--- src/rtl/stopwatch_pkg.sv ---
// Shared state encoding and time-field limits for the stopwatch.
package stopwatch_pkg;

    typedef enum logic [1:0] {
        STOP  = 2'd0,
        RUN   = 2'd1,
        CLEAR = 2'd2
    } sw_state_e;

    localparam logic [6:0] MSEC_MAX = 7'd99;
    localparam logic [5:0] SEC_MAX  = 6'd59;
    localparam logic [5:0] MIN_MAX  = 6'd59;
    localparam logic [4:0] HOUR_MAX = 5'd23;

endpackage

--- src/rtl/stopwatch_tick_gen.sv ---
// Prescaler: counts 0..DIV-1 while enabled, holds otherwise.
// tick is high for the cycle in which the count sits at DIV-1.
module stopwatch_tick_gen #(
    parameter int DIV = 10
) (
    input  logic clk,
    input  logic rst,
    input  logic en,
    input  logic clr,
    output logic tick
);

    localparam int W = $clog2(DIV);
    localparam logic [W-1:0] LAST = W'(DIV - 1);

    logic [W-1:0] cnt;

    always_ff @(posedge clk or posedge rst) begin
        if (rst) begin
            cnt <= '0;
        end else if (clr) begin
            cnt <= '0;
        end else if (en) begin
            cnt <= (cnt == LAST) ? '0 : cnt + W'(1);
        end
    end

    assign tick = en && (cnt == LAST);

endmodule

--- src/rtl/stopwatch_ctrl.sv ---
// Stopwatch run/stop/clear FSM with prescaler and HH:MM:SS.cc cascade.
// Optional lap hold on the outputs: define STOPWATCH_LAP_EN.
module stopwatch_ctrl
    import stopwatch_pkg::*;
#(
    parameter int CLK_FREQ_HZ = 100_000_000,
    parameter int TICK_HZ     = 100
) (
    input  logic       clk,
    input  logic       rst,
    input  logic       i_btn_run_stop,
    input  logic       i_btn_clear,
    input  logic       i_btn_lap,
    output logic [6:0] o_msec,
    output logic [5:0] o_sec,
    output logic [5:0] o_min,
    output logic [4:0] o_hour,
    output logic       o_running
);

    localparam int DIV = CLK_FREQ_HZ / TICK_HZ;

    sw_state_e  state;
    logic       tick;
    logic       tick_en;
    logic       tick_clr;
    logic [6:0] msec_q, msec_d;
    logic [5:0] sec_q, sec_d;
    logic [5:0] min_q, min_d;
    logic [4:0] hour_q, hour_d;

    assign tick_en  = (state == RUN);
    assign tick_clr = (state == CLEAR);

    stopwatch_tick_gen #(
        .DIV (DIV)
    ) u_tick (
        .clk  (clk),
        .rst  (rst),
        .en   (tick_en),
        .clr  (tick_clr),
        .tick (tick)
    );

    always_ff @(posedge clk or posedge rst) begin
        if (rst) begin
            state     <= STOP;
            o_running <= 1'b0;
        end else begin
            unique case (state)
                STOP: begin
                    if (i_btn_clear) begin
                        state     <= CLEAR;
                        o_running <= 1'b0;
                    end else if (i_btn_run_stop) begin
                        state     <= RUN;
                        o_running <= 1'b1;
                    end
                end
                RUN: begin
                    if (i_btn_run_stop) begin
                        state     <= STOP;
                        o_running <= 1'b0;
                    end
                end
                default: begin
                    state     <= STOP;
                    o_running <= 1'b0;
                end
            endcase
        end
    end

    // Full carry chain resolves within one tick.
    always_comb begin
        msec_d = msec_q;
        sec_d  = sec_q;
        min_d  = min_q;
        hour_d = hour_q;
        if (state == CLEAR) begin
            msec_d = '0;
            sec_d  = '0;
            min_d  = '0;
            hour_d = '0;
        end else if (tick) begin
            if (msec_q == MSEC_MAX) begin
                msec_d = '0;
                if (sec_q == SEC_MAX) begin
                    sec_d = '0;
                    if (min_q == MIN_MAX) begin
                        min_d  = '0;
                        hour_d = (hour_q == HOUR_MAX) ? '0 : hour_q + 5'd1;
                    end else begin
                        min_d = min_q + 6'd1;
                    end
                end else begin
                    sec_d = sec_q + 6'd1;
                end
            end else begin
                msec_d = msec_q + 7'd1;
            end
        end
    end

    always_ff @(posedge clk or posedge rst) begin
        if (rst) begin
            msec_q <= '0;
            sec_q  <= '0;
            min_q  <= '0;
            hour_q <= '0;
        end else begin
            msec_q <= msec_d;
            sec_q  <= sec_d;
            min_q  <= min_d;
            hour_q <= hour_d;
        end
    end

`ifdef STOPWATCH_LAP_EN
    logic hold_q, hold_d;

    always_comb begin
        hold_d = hold_q;
        unique case (state)
            RUN:     if (i_btn_lap) hold_d = ~hold_q;
            STOP:    if (i_btn_lap) hold_d = 1'b0;
            default: hold_d = 1'b0;
        endcase
    end

    // Outputs freeze on the lap edge and go live again on release.
    always_ff @(posedge clk or posedge rst) begin
        if (rst) begin
            hold_q <= 1'b0;
            o_msec <= '0;
            o_sec  <= '0;
            o_min  <= '0;
            o_hour <= '0;
        end else begin
            hold_q <= hold_d;
            if (!hold_d) begin
                o_msec <= msec_d;
                o_sec  <= sec_d;
                o_min  <= min_d;
                o_hour <= hour_d;
            end
        end
    end
`else
    logic unused_lap;

    assign unused_lap = i_btn_lap;
    assign o_msec     = msec_q;
    assign o_sec      = sec_q;
    assign o_min      = min_q;
    assign o_hour     = hour_q;
`endif

endmodule

--- config.mk ---
export PLATFORM = sky130hd
export DESIGN_NAME = stopwatch_ctrl
export DESIGN_NICKNAME = d
export VERILOG_FILES = /design/src/rtl/stopwatch_pkg.sv /design/src/rtl/stopwatch_tick_gen.sv /design/src/rtl/stopwatch_ctrl.sv
export SDC_FILE = /design/constraint.sdc
export NUM_CORES = 1
export LEC_CHECK = 0
export ABC_CLOCK_PERIOD_IN_PS = 3510
export BUFFER_PORTS_ARGS = -buffer_cell sky130_fd_sc_hd__buf_2
export CORE_ASPECT_RATIO = 1.25
export CORE_MARGIN = 5
export CORE_UTILIZATION = 53
export DETAILED_ROUTE_END_ITERATION = 10
export PLACE_DENSITY_LB_ADDON = 0.1
export SLEW_MARGIN = 20
export SYNTH_ARGS = -nofsm -noshare
export SYNTH_HDL_FRONTEND = slang
export SYNTH_HIERARCHICAL = 1
export SYNTH_SLANG_ARGS = --single-unit
--- constraint.sdc ---
create_clock -name clk -period 3.51 [get_ports clk]
set_input_delay 0.1755 -clock clk [delete_from_list [all_inputs] [get_ports clk]]
set_output_delay 0.1755 -clock clk [all_outputs]
set_load 0.005 [all_outputs]
==> impl_metrics.py <==
metrics = {
    "routing": {
        "dr.pass1.iters": 4,
        "viasPerCell": 5.77,
        "drt-total-wl_mm": 5.11,
        "drtIter0Drc": 117,
        "drc_errors": 0,
        "vias": 2076,
        "ant_nets": 0,
        "wl_per_cell_um": 14.2,
    },
    "pwr": {
        "power_frac_comb_pct": 12.9,
        "p_per_area_mw_per_mm2": 371,
        "p_switching_mw": 0.285,
        "ir_drop_mv": 0.214,
        "pwr-share-seq_pct": 55.5,
        "power.share.clock_pct": 31.6,
        "p_int_mw": 0.764,
        "swShare_pct": 27.1,
        "total_leakage_power_nw": 1.32,
    },
    "synthesis": {
        "synth.area.mux_share_pct": 1.57,
        "synth-compound-area-share_pct": 13.0,
        "syn_avg_cell_area_um2": 9.41,
        "synth_edf_count": 0,
        "synth_nets": 281,
        "synth_top_family_by_area": "simple AND/OR/NAND/NOR gates",
        "ys_seq_area_share_pct": 45.1,
        "async_flop_share_pct": 100,
        "synthSimpleGateAreaFrac_pct": 28.9,
        "ys.flop_type": "dfrtp_1",
        "synthXorXnorAreaFrac_pct": 5.49,
        "ys_types": 57,
        "syn_inst": 271,
        "ys_warn_count": 6,
        "ys_seq_elements": 46,
        "synthAdderAreaFrac_pct": 2.45,
        "syn_area_mm2": 0.00255,
    },
    "worst_setup_path": {
        "cp_slowest_cell": "or4_1",
        "crit_chain": "nand3_2 > nor4b_2 > and4_1 > and2_2 > and3_1 > nand4_2 > or4_1 > a21oi_1",
        "cp_max_fo": 15,
        "path_buf_inv": 0,
        "cp.required_ns": 3.74,
        "worstSetupPathType": "reg -> reg",
        "cp-end-kind": "flop",
        "slowest_delay_ns": 0.59,
        "arrival_ns": 3.12,
        "cp_top_family": "simple AND/OR/NAND/NOR gates",
        "cp-start-kind": "flop",
    },
    "clock_tree": {
        "postCtsSetupBuffers": 0,
        "cts_tree": "built",
        "cts_sinks": 46,
        "clock_latency_ns": 0.30,
        "clk_pin_slew_worst_paths_ns": 0.09,
        "hold_buffers": 0,
        "clock_path_buffers": 2,
        "cts_resized": 0,
        "htree_levels": 2,
        "cts_made_buffers": 5,
        "cts-root-buf": "clkbuf_8",
    },
    "die": {
        "die_w_um": 72.1,
        "start_util_pct": 54.3,
        "core_mm2": 0.00469,
        "fp-row-count": 28,
        "die_h_um": 87.6,
        "ioPinCount": 30,
        "dieArea_mm2": 0.00631,
    },
    "final_layout": {
        "drive_gt1_share_pct": 16.3,
        "area_growth_pct": 10.8,
        "antenna_cells": 0,
        "final_common_cell": "dfrtp_1",
        "layout_common_cells": "dfrtp_1 (46), nor2_1 (28), buf_2 (28)",
        "nFillCells": 421,
        "nets": 309,
    },
    "min_path": {
        "hp-class": "in -> async",
    },
    "placed_design": {
        "numPortBuffers": 28,
        "hpwl_mm": 3.63,
        "dp_slack_ns": 0.652,
        "place_congestion": 0.829,
    },
    "timing": {
        "finalMaxSlewViolations": 0,
        "min_period_ns": 2.88,
        "post-route-period-util_pct": 82.2,
        "grt_setup_unrepaired": "no",
        "hold_viol": 26,
        "timing.hold.ws_ns": -0.0322,
        "worst_slack_ns": 0.626,
        "relSlewSlack_pct": 35.6,
        "max_freq_ghz": 0.347,
        "setup_viol": 0,
        "fin_setup_tns_ns": 0,
        "final.setup_skew_ns": 0.0138,
        "tightest_slew_ns": 0.960,
    },
    "outcome": {
        "status": "complete, but fails checks",
        "failed_checks": "hold timing",
    },
    "global_routing": {
        "grt_pass1_wl_mm": 8.80,
        "grt.overflow.total": 0,
        "antenna_found_initial": 0,
        "grt_usage_pct": 17.5,
        "grt_max_degree": 27,
        "grt_pass1_vias": 1972,
    },
    "flow_run": {
        "max_cap_viol_count": 0,
    },
}
-- final cells by class --
cell class / instances / area, um2 / area share, %
clock buffer: 7 / 86.3 / 3.05
clock inverter: 1 / 5.00 / 0.177
inverter: 9 / 33.8 / 1.19
multi-input combinational: 206 / 1310 / 46.5
sequential: 46 / 1150 / 40.7
tap: 60 / 75.1 / 2.65
timing repair buffer: 31 / 163 / 5.75
-- cell families after synthesis --
| logic type | Yosys count |
|---|---|
| adder cells (fa/ha/maj) | 5 |
| buffers and inverters | 19 |
| XOR/XNOR | 16 |
| AO/OA/AOI/OAI | 51 |
| AND/OR/NAND/NOR | 130 |
| multiplexers | 4 |
| flip-flops | 46 |
-- worst reg2reg max path, cell delays in order, from the launching register on --
cell and delay (ns):
dfrtp_1 0.47, nand3_2 0.12, nor4b_2 0.30, and4_1 0.29
and2_2 0.23, and3_1 0.29, nand4_2 0.38, or4_1 0.59
a21oi_1 0.14
-- layer usage --
layer / track usage [%] / vias to the layer above / routed length [um]
li1: - / 1047 / -
met1: 20.3 / 993 / 2220
met2: 31.3 / 28 / 2640
met3: 3.79 / 8 / 170
met4: 7.01 / 0 / 78
met5: 0 / - / 0
-- synth_stat cells (2+ instances only) --
library cell | count | area [um2]
xnor2_1 | 6 | 52.6
nand2b_1 | 2 | 12.5
or4_1 | 3 | 22.5
nand3b_1 | 3 | 22.5
nand2_1 | 27 | 101
nor4b_1 | 3 | 26.3
clkbuf_1 | 4 | 15.0
buf_2 | 3 | 15.0
nor2_2 | 2 | 12.5
a311oi_1 | 2 | 17.5
a21oi_1 | 13 | 65.1
o31ai_1 | 4 | 30.0
nor3_1 | 4 | 20.0
dfrtp_1 | 46 | 1150
a21o_1 | 3 | 22.5
nor2_1 | 28 | 105
nor2b_1 | 3 | 18.8
ha_1 | 5 | 62.6
nand4_1 | 12 | 75.1
nor4_1 | 2 | 12.5
inv_1 | 9 | 33.8
mux2i_1 | 4 | 40.0
xor2_1 | 10 | 87.6
o21ai_0 | 13 | 65.1
nand3_1 | 10 | 50.1
o41ai_1 | 3 | 26.3
or3_1 | 4 | 25.0
or2_2 | 2 | 12.5
and3_1 | 8 | 50.1
and4_1 | 6 | 52.6
-- worst paths after layout --
kind / start / endpoint / slack [ns] / cells past startpoint
max reg2reg: u_tick/cnt[17]$_DFFE_PP0P_ / o_hour[2]$_DFFE_PP0P_ / 0.63 / 8
max in group asynchronous: rst / u_tick/cnt[3]$_DFFE_PP0P_ / 3.02 / 2
max: u_tick/cnt[17]$_DFFE_PP0P_ / o_hour[2]$_DFFE_PP0P_ / 0.63 / 8
min in group clk: i_btn_clear / state[1]$_DFFE_PP0P_ / 0.15 / 2
min: rst / o_min[5]$_DFFE_PP0P_ / -0.03 / 2
min reg2reg: state[1]$_DFFE_PP0P_ / state[0]$_DFFE_PP0P_ / 0.49 / 1
-- registers in the layout (all words and copies together) (netlist names) --
signal and flops:
o_hour 5, o_min 6, o_msec 7, o_sec 6, state 2, u_tick/cnt 20
-- power groups by stage --
stage,sequential (mW),combinational [mW],clock [mW]
after floorplan,0.589,0.0919,0
after global placement,0.591,0.132,0
after detailed placement,0.592,0.138,0
after CTS,0.582,0.138,0.346
after global routing,0.586,0.155,0.368
final,0.582,0.135,0.331
-- per-stage QoR --
| stage | power [mW] | utilization [%] | hold WS [ns] | instance area (um2) | std cells |
|---|---|---|---|---|---|
| 2_1_floorplan | 0.681 | - | 0.139 | 2550 | 271 |
| 3_3_place_gp | 0.723 | 58.3 | 0.364 | 2740 | 352 |
| 3_5_place_dp | 0.730 | 58.3 | 0.356 | 2740 | 352 |
| 4_1_cts | 1.07 | 60.2 | 0.0254 | 2830 | 360 |
| 5_1_grt | 1.11 | 60.2 | 0.0284 | 2830 | 360 |
| 6_report | 1.05 | 60.2 | -0.0322 | 2830 | 360 |
Note: power is estimated with default switching activity, not from simulation.
